### src/rtl/dispatcher_pkg.sv
// rtl/dispatcher_pkg.sv - shared dispatcher constants and the rename tag type
package dispatcher_pkg;

    localparam int TAG_W    = 6;
    localparam int NUM_TAGS = 64;

    typedef logic [TAG_W-1:0] tag_t;

endpackage

### src/rtl/tag_free_fifo.sv
// rtl/tag_free_fifo.sv - free rename-tag pool, reset full with tags 0..DEPTH-1 in order
module tag_free_fifo
    import dispatcher_pkg::*;
#(
    parameter int DEPTH      = NUM_TAGS,
    parameter int DATA_WIDTH = TAG_W
) (
    input  logic                  clk,
    input  logic                  rst,
    input  logic [DATA_WIDTH-1:0] cdb_tag_tf,
    input  logic                  cdb_tag_tf_valid,
    input  logic                  ren_tf,
    output logic [DATA_WIDTH-1:0] tagout_tf,
    output logic                  ff_tf,
    output logic                  ef_tf
);

    localparam int PTR_W = $clog2(DEPTH) + 1;
    localparam int IDX_W = PTR_W - 1;

    logic [DATA_WIDTH-1:0] mem [DEPTH];
    logic [PTR_W-1:0]      rd_ptr;
    logic [PTR_W-1:0]      wr_ptr;
    logic                  pop_en;
    logic                  push_en;

    assign ef_tf     = (rd_ptr == wr_ptr);
    assign ff_tf     = (rd_ptr[IDX_W-1:0] == wr_ptr[IDX_W-1:0]) && (rd_ptr[IDX_W] != wr_ptr[IDX_W]);
    assign tagout_tf = mem[rd_ptr[IDX_W-1:0]];

    // A pop on a full pool frees the slot the push needs in the same edge; no bypass when empty.
    assign pop_en  = ren_tf && !ef_tf;
    assign push_en = cdb_tag_tf_valid && (!ff_tf || pop_en);

    always_ff @(posedge clk) begin
        if (!rst) begin
            for (int i = 0; i < DEPTH; i++) begin
                mem[i] <= DATA_WIDTH'(i);
            end
            rd_ptr <= '0;
            wr_ptr <= PTR_W'(DEPTH);
        end else begin
            if (pop_en) begin
                rd_ptr <= rd_ptr + 1'b1;
            end
            if (push_en) begin
                mem[wr_ptr[IDX_W-1:0]] <= cdb_tag_tf;
                wr_ptr                 <= wr_ptr + 1'b1;
            end
        end
    end

endmodule

### config.mk
export PLATFORM = sky130hd
export DESIGN_NAME = tag_free_fifo
export DESIGN_NICKNAME = d
export VERILOG_FILES = /design/src/rtl/dispatcher_pkg.sv /design/src/rtl/tag_free_fifo.sv
export SDC_FILE = /design/constraint.sdc
export NUM_CORES = 1
export LEC_CHECK = 0
export ABC_AREA = 1
export CORE_AREA = 3 3 163 228
export DETAILED_ROUTE_END_ITERATION = 10
export DIE_AREA = 0 0 166 231
export PLACE_DENSITY_LB_ADDON = 0.12
export SLEW_MARGIN = 20
export SYNTH_ARGS = -nofsm -noshare
export SYNTH_HDL_FRONTEND = slang
export SYNTH_SLANG_ARGS = --single-unit
export TNS_END_PERCENT = 10
### constraint.sdc
create_clock -name clk -period 3.76 [get_ports clk]
set_clock_uncertainty 0.1 [all_clocks]
set_input_delay 0.564 -clock clk [delete_from_list [all_inputs] [get_ports clk]]
set_output_delay 0.564 -clock clk [all_outputs]
set_load 0.1 [all_outputs]
---- After elaboration in Yosys (flattened, before gate mapping) ----
Memories as Yosys holds them, arrays and structs flattened. A register that Yosys moved wholly into a read port is not among the register bits.
Index checks and enable logic that the tools add are counted.
word-level totals
  bits in registers ....................... 14
  bits in writable memories ............... 384
  input port bits ......................... 10
  output and inout port bits .............. 8
  logic and storage cells ................. 24
  memories ................................ 1
cells by class
  $add $sub $neg .......................... 2
  equal/unequal tests ..................... 3
  multiplexer cells ....................... 9
  reductions and logical operators ........ 7
memories
  name  words  width  read ports  clocked after Yosys merged registers in  write ports  RTL line             RTL
  mem   64     6      1           1                                        64           tag_free_fifo.sv:21  logic [DATA_WIDTH-1:0] mem [DEPTH];
operators with widths
  operator             number
  $mux 6               4
  $add 7x1->7 const B  2
  $eq 7x7->1           1
  $eq 6x6->1           1
  $reduce_or 6->1      1
  $mux 1               5
  $logic_and 1x1->1    3
  $logic_not 1->1      2
  $logic_or 1x1->1     1
  $ne 1x1->1           1

---- Depth between registers and ports, before layout ----
  depth after elaboration ................. 10
  depth in mapped cells ................... 12
  gate-level depth less buffers ........... 10

---- Least setup slack after synthesis ----
Ideal clock, no wire load.
  path kind ............................... register to output
  from .................................... register wr_ptr[0]
  to ...................................... output ff_tf
  arrival time ............................ 3.606 ns
  data required time ...................... 3.096 ns
  slack ................................... -0.510 ns
  cell stages (with the launch flop) ...... 7
  buffers on the path ..................... 1
  path through ............................ dfxtp_1 buf_4 inv_2 nand2_1 nand2_1 nand2_1 nor4_1
between the ends
  word-level cells in the longest chain between the ends .. 2
RTL lines
  what                    RTL line             RTL
  from (decl)             tag_free_fifo.sv:23  logic [PTR_W-1:0] wr_ptr;
  from (signal assigned)  tag_free_fifo.sv:41  wr_ptr <= PTR_W'(DEPTH);
  from (signal assigned)  tag_free_fifo.sv:48  wr_ptr <= wr_ptr + 1'b1;
  $eq 6x6->1              tag_free_fifo.sv:28  assign ff_tf = (rd_ptr[IDX_W-1:0] == wr_ptr[IDX_W-1:0]) && (rd_ptr[IDX_W] != wr_ptr[IDX_W]);
  $logic_and 1x1->1       tag_free_fifo.sv:28
  to (decl)               tag_free_fifo.sv:14  output logic ff_tf,
No other way between the ends.

==> impl_metrics.ini <==
[yosys]
ys_ff_latch = 404
netlist_area_mm2 = 0.01934
yosysUniqueCellTypes = 33
syn_avg_cell_area_um2 = 9.119
mappedNetlistNets = 2133
synthCells = 2121
synth-seq-area-share_pct = 61.69
yosysWarnings = 0

[global_route]
grt_use_total_pct = 28.24
grt_pass1_wl_mm = 83.35
grt_pass1_vias = 14630
grt_max_degree = 90
overflow = 0
antenna_found_initial = 0

[drt]
routedWlPerCell_um = 21.38
via_count = 15020
vias_per_cell = 5.881
drt_iter0_markers = 1523
ant_nets = 0
drcViolationCount = 0
wirelength_mm = 54.60
dr.pass1.iters = 6

[sta]
slew_headroom_pct = 29.01
rsz0062_at_grt = no
post-route-period-util_pct = 94.68
slew_viol_final = 0
fin_tns_setup_ns = 0
max_freq_mhz = 280.9
period_minus_slack_ns = 3.560
tightestPinTransition_ns = 1.064
finalHoldViolCount = 0
setup_violations = 0

[placed_design]
gp_congestion = 0.9465
dp_hpwl_mm = 34.78
io_buffers = 17

[layout]
drive_gt1_share_pct = 7.483
final_util_pct = 60.45
diodes = 0
syn2layout_area_growth_pct = 9.910
nNetsFinal = 2083

[critical_path]
worstSetupPathType = register to output pin
cp_data_required_time_ns = 3.10
cp_max_fo = 89
cp.arrival_ns = 2.90
endpoint_kind = output pin
cp-start-kind = register

[power]
p_leak_nw = 7.742
vdd_ir_drop_max_mv = 0.3232
power_per_cell_area_mw_per_mm2 = 492.0

[die]
die_h_um = 231
initial_core_util_pct = 55.00
std_cell_rows = 81
die_width_um = 166
io-pin-count = 18
die_area_mm2 = 0.03835
core_area_mm2 = 0.03517

[cts]
ctsHoldBuffers = 0
tritoncts = done
cts.path.max_buffers = 3
numCtsBuffers = 39
cts-htree-levels = 2
clk_latency_ns = 0.55
path_clk_slew_ns = 0.06
root_buffer = clkbuf_16
clock_sinks = 404

[worst_hold_path]
hold_path.class = input port to register

[status]
outcome = completed

[run]
maxCapViolations = 0
[worst paths after layout]
check | end | slack (ns) | depth (start not counted) | start
min reg2reg | rd_ptr[6] | 0.43 | 2 | rd_ptr[6]
max | tagout_tf[1] | 0.20 | 10 | register
min | wr_ptr[6] | 0.42 | 2 | rst
max reg2reg | mem[9][2] | 0.68 | 5 | wr_ptr[0]
[Yosys cell counts]
cell type  instances  share of area, %
o21ai_0           26              0.67
o21ai_1            1             0.026
inv_2              9              0.17
buf_8              1             0.078
buf_4              7              0.27
nor2_1           239               4.6
dfxtp_1           20               2.1
nand3_2            1             0.052
a21oi_1           11              0.28
xnor2_1            7              0.32
buf_6              3              0.17
nand4_4            2              0.22
nand2_2            3             0.097
o211ai_1           1             0.039
nor2_2             4              0.13
inv_1             28              0.54
clkbuf_2           2             0.052
nand3_4            1             0.091
nor3_2             3              0.16
buf_1             25              0.49
nor4_1             1             0.032
nand2_1          773                15
ha_1               2              0.13
buf_2             28              0.72
nand3_1          342               8.8
edfxtp_1         384                60
clkinv_1           6              0.12
clkbuf_1          95               1.8
nor3_1            69               1.8
nand4_2            5              0.32
nand2_4            8              0.47
xor2_1             7              0.32
nand4_1            7              0.23
[layer usage]
metal / part of all wire [%] / track usage, % / vias to the layer above / routed length, um
met5: 0 / 0 / - / 0
met4: 5.2 / 13.86 / 0 / 2859
met3: 8.2 / 4.162 / 164 / 4460
met2: 49 / 48.40 / 736 / 26600
met1: 38 / 35.24 / 7115 / 20670
li1: - / - / 7006 / -
[flip-flops by register name (all words and copies together) (netlist names), named ones only]
register / cells
rd_ptr: 7
mem: 384
wr_ptr: 7
[report_power, final]
group | internal, W | switching, W | total, W
Clock | 0.00225 | 0.00167 | 0.00393
Sequential | 0.00505 | 0.0000797 | 0.00513
Combinational | 0.000366 | 0.00104 | 0.00140
Total | 0.00767 | 0.00279 | 0.0105
[repair_timing]
item | in CTS | in global routing
endpoints found under the hold margin | 0 | 0
endpoints found under the setup margin | 0 | 3
resized for setup | 0 | 1
buffers inserted | 0 | 0
[worst max-delay path, cell delays in order, from the launching register on]
cell and delay (ns):
dfxtp_4 0.63, buf_12 0.37, nand2_1 0.15, nand3_1 0.12, nand3_1 0.09, nand2_1 0.14, nand2_1 0.07, nand3_1 0.14
nand3_1 0.10, nand2_1 0.21, buf_12 0.21
[metrics by stage]
stage,cells,power (W),hold WS [ns],area (um2),setup slack [ns]
2_1_floorplan,2121,0.006102,0.3818,19350,0.6507
3_3_place_gp,2486,0.006600,0.4108,20010,0.6941
3_5_place_dp,2486,0.006616,0.4181,20010,0.7035
4_1_cts,2554,0.01047,0.3974,21260,0.1562
5_1_grt,2554,0.01077,0.4405,21260,0.06170
6_report,2554,0.01046,0.4201,21260,0.1999
[layout by cell type, fill, tap and decap left out, types with 5 or more instances in the layout]
cell	count
a21oi_1	11
xor2_1	7
edfxtp_1	384
nand2_1	773
buf_12	19
inv_2	10
clkinv_2	8
nor2_1	239
o21ai_0	26
dfxtp_1	17
nand3_1	342
xnor2_1	7
inv_1	27
clkinv_1	13
nand4_1	7
buf_4	43
clkbuf_16	41
clkbuf_1	7
nand4_2	5
nand2_4	8
nor3_1	69
clkdlybuf4s50_1	8
[cells by family after synthesis]
family | Yosys count | synth area share [%]
compound gates | 39 | 1.022
xor+xnor | 14 | 0.6339
fa+ha+maj | 2 | 0.1294
buf+inv | 204 | 4.463
flops | 404 | 61.69
simple gates | 1458 | 32.07
[layout make-up]
type	count	area, um2
Clock buffer	48	1052
Multi-Input combinational cell	1513	6554
Clock inverter	20	190.2
Tap cell	456	570.5
Sequential cell	404	11940
Timing Repair Buffer	70	783.3
Fill cell	2962	13910
Inverter	43	168.9
(Power assumes the default switching activity.)
